==> config.mk <==
export PLATFORM = sky130hd
export DESIGN_NAME = dot_product_sequencer
export DESIGN_NICKNAME = d
export VERILOG_FILES = /design/src/rtl/dot_product_sequencer_pkg.sv /design/src/rtl/dot_product_sequencer_flag_delay.sv /design/src/rtl/dot_product_sequencer.sv
export SDC_FILE = /design/constraint.sdc
export NUM_CORES = 1
export LEC_CHECK = 0
export ABC_AREA = 1
export BUFFER_PORTS_ARGS = -buffer_cell sky130_fd_sc_hd__buf_2
export CAP_MARGIN = 15
export CORE_MARGIN = 2
export CORE_UTILIZATION = 45
export CTS_BUF_LIST = sky130_fd_sc_hd__clkbuf_8 sky130_fd_sc_hd__clkbuf_16
export CTS_CLUSTER_DIAMETER = 150
export DETAILED_ROUTE_END_ITERATION = 12
export GPL_ROUTABILITY_DRIVEN = 0
export MAX_ROUTING_LAYER = met4
export PLACE_DENSITY = 0.78
export SYNTH_ARGS = -nofsm -noshare
export SYNTH_HDL_FRONTEND = slang
export SYNTH_SLANG_ARGS = --single-unit
==> constraint.sdc <==
create_clock -name clk -period 2.8 [get_ports clk]
set_clock_uncertainty 0.05 [all_clocks]
set_input_delay 0.42 -clock clk [delete_from_list [all_inputs] [get_ports clk]]
set_output_delay 0.42 -clock clk [all_outputs]
set_load 0.01 [all_outputs]
==> src/rtl/dot_product_sequencer_pkg.sv <==
// Shared types and MAC alignment constants for the dot-product sequencer.
package dot_product_sequencer_pkg;

    typedef enum logic [2:0] {
        IDLE,
        ISSUE,
        DRAIN,
        ZERO,
        HOLD
    } state_t;

    // The MAC registers operands and then the product before accumulating,
    // so load trails the first issue by 3 cycles and the sum settles 4 after the last.
    localparam int MAC_LOAD_DLY = 3;
    localparam int MAC_CAPT_DLY = 4;

endpackage

==> src/rtl/dot_product_sequencer_flag_delay.sv <==
// Fixed-depth 1-bit delay line; output equals input DEPTH cycles earlier.
// Latency DEPTH cycles; no backpressure, shifts every cycle.
module flag_delay #(
    parameter int DEPTH = 3
) (
    input  logic clk,
    input  logic reset,
    input  logic din,
    output logic dout
);

    logic [DEPTH-1:0] sr;

    always_ff @(posedge clk) begin
        if (reset) begin
            sr <= '0;
        end else begin
            sr <= {sr[DEPTH-2:0], din};
        end
    end

    assign dout = sr[DEPTH-1];

endmodule

==> src/rtl/dot_product_sequencer.sv <==
// Streams operand pairs from two memories into the MAC and captures the dot product.
// Result valid len+5 cycles after start (2 for len=0); result held until res_ready.
module dot_product_sequencer
    import dot_product_sequencer_pkg::*;
#(
    parameter int DATA_WIDTH = 16,
    parameter int ADDR_WIDTH = 8,
    parameter int LEN_WIDTH  = 8
) (
    input  logic                  clk,
    input  logic                  reset,
    input  logic                  start,
    input  logic [LEN_WIDTH-1:0]  len,
    input  logic [ADDR_WIDTH-1:0] a_base,
    input  logic [ADDR_WIDTH-1:0] b_base,
    output logic                  busy,
    output logic                  rd_en,
    output logic [ADDR_WIDTH-1:0] a_addr,
    output logic [ADDR_WIDTH-1:0] b_addr,
    input  logic [DATA_WIDTH-1:0] a_rdata,
    input  logic [DATA_WIDTH-1:0] b_rdata,
    output logic [DATA_WIDTH-1:0] mac_a,
    output logic [DATA_WIDTH-1:0] mac_b,
    output logic                  mac_load,
    input  logic [DATA_WIDTH-1:0] mac_acc,
    output logic                  res_valid,
    output logic [DATA_WIDTH-1:0] res_data,
    input  logic                  res_ready
);

    state_t               state;
    logic [LEN_WIDTH-1:0] rem;
    logic                 first_iss;
    logic                 last_iss;
    logic                 rd_d1;
    logic                 last_dly;

    flag_delay #(.DEPTH(MAC_LOAD_DLY)) u_first_dly (
        .clk   (clk),
        .reset (reset),
        .din   (first_iss),
        .dout  (mac_load)
    );

    flag_delay #(.DEPTH(MAC_CAPT_DLY)) u_last_dly (
        .clk   (clk),
        .reset (reset),
        .din   (last_iss),
        .dout  (last_dly)
    );

    // Read data is only meaningful the cycle after a strobe; zero it otherwise.
    assign mac_a = rd_d1 ? a_rdata : '0;
    assign mac_b = rd_d1 ? b_rdata : '0;

    always_ff @(posedge clk) begin
        if (reset) begin
            state     <= IDLE;
            rem       <= '0;
            busy      <= 1'b0;
            rd_en     <= 1'b0;
            rd_d1     <= 1'b0;
            first_iss <= 1'b0;
            last_iss  <= 1'b0;
            a_addr    <= '0;
            b_addr    <= '0;
            res_valid <= 1'b0;
            res_data  <= '0;
        end else begin
            rd_d1     <= rd_en;
            first_iss <= 1'b0;
            last_iss  <= 1'b0;
            case (state)
                IDLE: begin
                    if (start) begin
                        busy   <= 1'b1;
                        a_addr <= a_base;
                        b_addr <= b_base;
                        if (len == '0) begin
                            state <= ZERO;
                        end else begin
                            state     <= ISSUE;
                            rd_en     <= 1'b1;
                            first_iss <= 1'b1;
                            last_iss  <= (len == LEN_WIDTH'(1));
                            rem       <= len - 1'b1;
                        end
                    end
                end
                ISSUE: begin
                    // rem counts issues still owed after the one now on the bus.
                    if (rem == '0) begin
                        rd_en <= 1'b0;
                        state <= DRAIN;
                    end else begin
                        a_addr   <= a_addr + 1'b1;
                        b_addr   <= b_addr + 1'b1;
                        rem      <= rem - 1'b1;
                        last_iss <= (rem == LEN_WIDTH'(1));
                    end
                end
                DRAIN: begin
                    if (last_dly) begin
                        res_data  <= mac_acc;
                        res_valid <= 1'b1;
                        state     <= HOLD;
                    end
                end
                ZERO: begin
                    res_data  <= '0;
                    res_valid <= 1'b1;
                    state     <= HOLD;
                end
                HOLD: begin
                    if (res_ready) begin
                        res_valid <= 1'b0;
                        busy      <= 1'b0;
                        state     <= IDLE;
                    end
                end
                default: state <= IDLE;
            endcase
        end
    end

endmodule

==> metrics <==
status=complete, no violations; Worst Setup End Kind=output pin; clk_lat worst skew=0.32 ns; WL/cell=11.2 um; gr busiest metal=met2; Seq/Total Area, Yosys=34.3%; Clk pin slew, worst setup/hold paths=0.11 ns; antenna violations before repair=0; most common cell in the netlist=nand2_1; Netlist cell types=36; Post-synth ARST share=0%; WP data required=2.33 ns; Nets=735; EDFF count, synth=0; layout cells sized above 1=27.6%; top cells by count, synth=136 x nand2_1, 85 x nor2_1, 75 x inv_1; Clock Tree Root=clkbuf_8; routed wire length=8440 um; cells after synthesis=520; HPWL after DPL=6280 um; Die H=89.2 um; Comb pwr share=43.7%; Max-Cap Viols=0; R2R cell count=7; crit path max fanout=32; Switching Power=1.30 mW; routed vias=3612; Slew Viols, Final=0; Area growth syn-to-layout=25.7%; Synth area leader=dfxtp_1; clock power share=18.5%; Max Buffers Root-to-Sink=2; synthesis-stage register bit count=56; cell-internal power=1.72 mW; pin count of the biggest net entering global routing=33; RSZ-0062 raised after global routing=no; setup violators final=0; Min Clock Period, post-route=2.10 ns; number of core rows=31; top cell type's share of synthesized area=34.3%; period utilisation layout=75.1%; Slew @ Worst Pin=0.900 ns; vias in the first global route=3160; grt met3 use=3.14%; mapped cell area=0.00327 mm2; Final Hold Viols=0; leak pwr=2.40 nW; critical path type=register to output pin; Finished Core Util=57.5%; H-tree depth=2; ANT cells=0; worst hold path depth=3; syn_nets=603; die area=0.00795 mm2; GR Overflow Total=0; post_cts resized=0; Hold Path Class=input port to register; f_max=476 MHz; initial core utilization=45.8%; DRC violations left=0; global-route wire length before repair=13300 um; P per Cell Area=735 mW/mm2; Total GRT Usage=21.2%; # IOs=144; startpoint type of the worst setup path=register; IO Port Bufs=143; CP arrival=1.63 ns; CTS Sinks=56; mean post-synth cell area=6.28 um2; chip width=89.2 um; max_slew headroom=39.9%; Area contributors post-synth=dfxtp_1 34%, nand2_1 16%, nor2_1 9.8%, inv_1 8.6%, a21oi_1 5.1%; M1 GR Usage=24.2%; drt via density=4.80; sequential share of power=37.8%; postcts setup bufs=0; ys flop type=dfxtp_1; drt pass-1 iters=4; Num CTS Buffers=5; Max VDD drop=0.393 mV; cts hold-fix bufs=0; Ys Warns=0; grt met2 use=38.5%; Core Footprint=0.00714 mm2; remaining antenna violation count=0; CTS tree=yes; Sw Ratio=43.2%; Power Total=3.02 mW; R2R Setup Slk=0.90 ns; initial drt markers=145; Post-Route Setup TNS=0 ns
[worst max-delay path, stage by stage (launching register included)]
cell and delay (ns):
dfxtp_1 0.92, nand2_1 0.18, inv_1 0.09, buf_2 0.12
[cell type report]
cell class	instances	area, um2
inverter	79	299
sequential	56	1120
timing repair buffer	144	723
clock buffer	5	68.8
clock inverter	3	46.3
fill	739	3030
multi-input combinational	366	1720
tap	99	124
[placed cells by master (no fill, tap or decap)]
master	Yosys	layout
buf_2	2	143
nand3b_1	2	2
inv_8	0	1
nor3_1	13	13
o21ai_4	1	1
nor2_1	85	85
o21ai_1	5	5
nand2_1	136	136
nand3_2	2	2
xor2_1	1	1
inv_4	1	1
inv_1	75	75
buf_4	2	1
xnor2_1	1	1
inv_2	3	3
nand3_1	20	20
and2_1	1	1
nor2_2	4	4
nand2_4	2	2
dfxtp_1	56	56
o21a_1	1	1
nand4_1	5	5
or2_2	4	4
nor3b_1	1	1
o21bai_1	1	1
nor2_4	1	1
o21ai_0	28	28
a21oi_2	4	4
a21oi_1	33	33
nand2_2	4	4
nand4_2	2	2
bufinv_16	0	1
o22ai_1	1	1
clkbuf_8	0	5
ha_1	7	7
or2_0	1	1
clkinv_2	0	1
[layer usage]
layer  vias up  wire [um]  share of wire [%]
met5         -          0                  0
met4         0        117                1.4
met3        11        566                6.7
met2       117       4220                 50
met1      1610       3540                 42
li1       1874          -                  -
[metrics by stage]
step                cell area, um2  instances  hold slack, ns  setup slack [ns]
finish                        4110        752           0.291             0.698
global route                  4110        752           0.301             0.480
CTS                           4110        752           0.295             0.638
detailed placement            3990        744           0.345             0.930
global placement              3990        744           0.339             0.976
floorplan                     3270        520           0.338              1.28
[power groups by stage]
| stage | Sequential [mW] | Clock, mW | Combinational, mW |
|---|---|---|---|
| 2_1_floorplan | 1.17 | 0 | 0.953 |
| 3_3_place_gp | 1.15 | 0 | 1.27 |
| 3_5_place_dp | 1.16 | 0 | 1.31 |
| 4_1_cts | 1.14 | 0.566 | 1.32 |
| 5_1_grt | 1.17 | 0.598 | 1.50 |
| 6_report | 1.14 | 0.558 | 1.32 |
[cells by family after synthesis]
| group | synth area share (%) |
|---|---|
| buffers and inverters | 12.9 |
| xor gates and xnor gates | 0.536 |
| AOI/OAI and AO/OA | 12.3 |
| and+or+nand+nor | 37.2 |
| DFF | 34.3 |
| adders and majority gates | 2.68 |
[registers in the layout (all words and copies together), names as in the netlist, 3 cells and up]
signal	flops
u_first_dly.sr	3
b_addr	8
state	3
rem	8
res_data	16
a_addr	8
u_last_dly.sr	4
[final timing paths]
kind                                             from                          end
worst min register to register    last_iss$_SDFF_PP0_  u_last_dly.sr[0]$_SDFF_PP0_
worst max-delay path                 rd_d1$_SDFF_PP0_                    mac_a[10]
worst min-delay path                       mac_acc[7]     res_data[7]$_SDFFE_PP0P_
worst max register to register  state[2]$_SDFFE_PP0P_       a_addr[2]$_SDFFE_PP0P_
No activity file was read; power rests on OpenSTA's default activity.
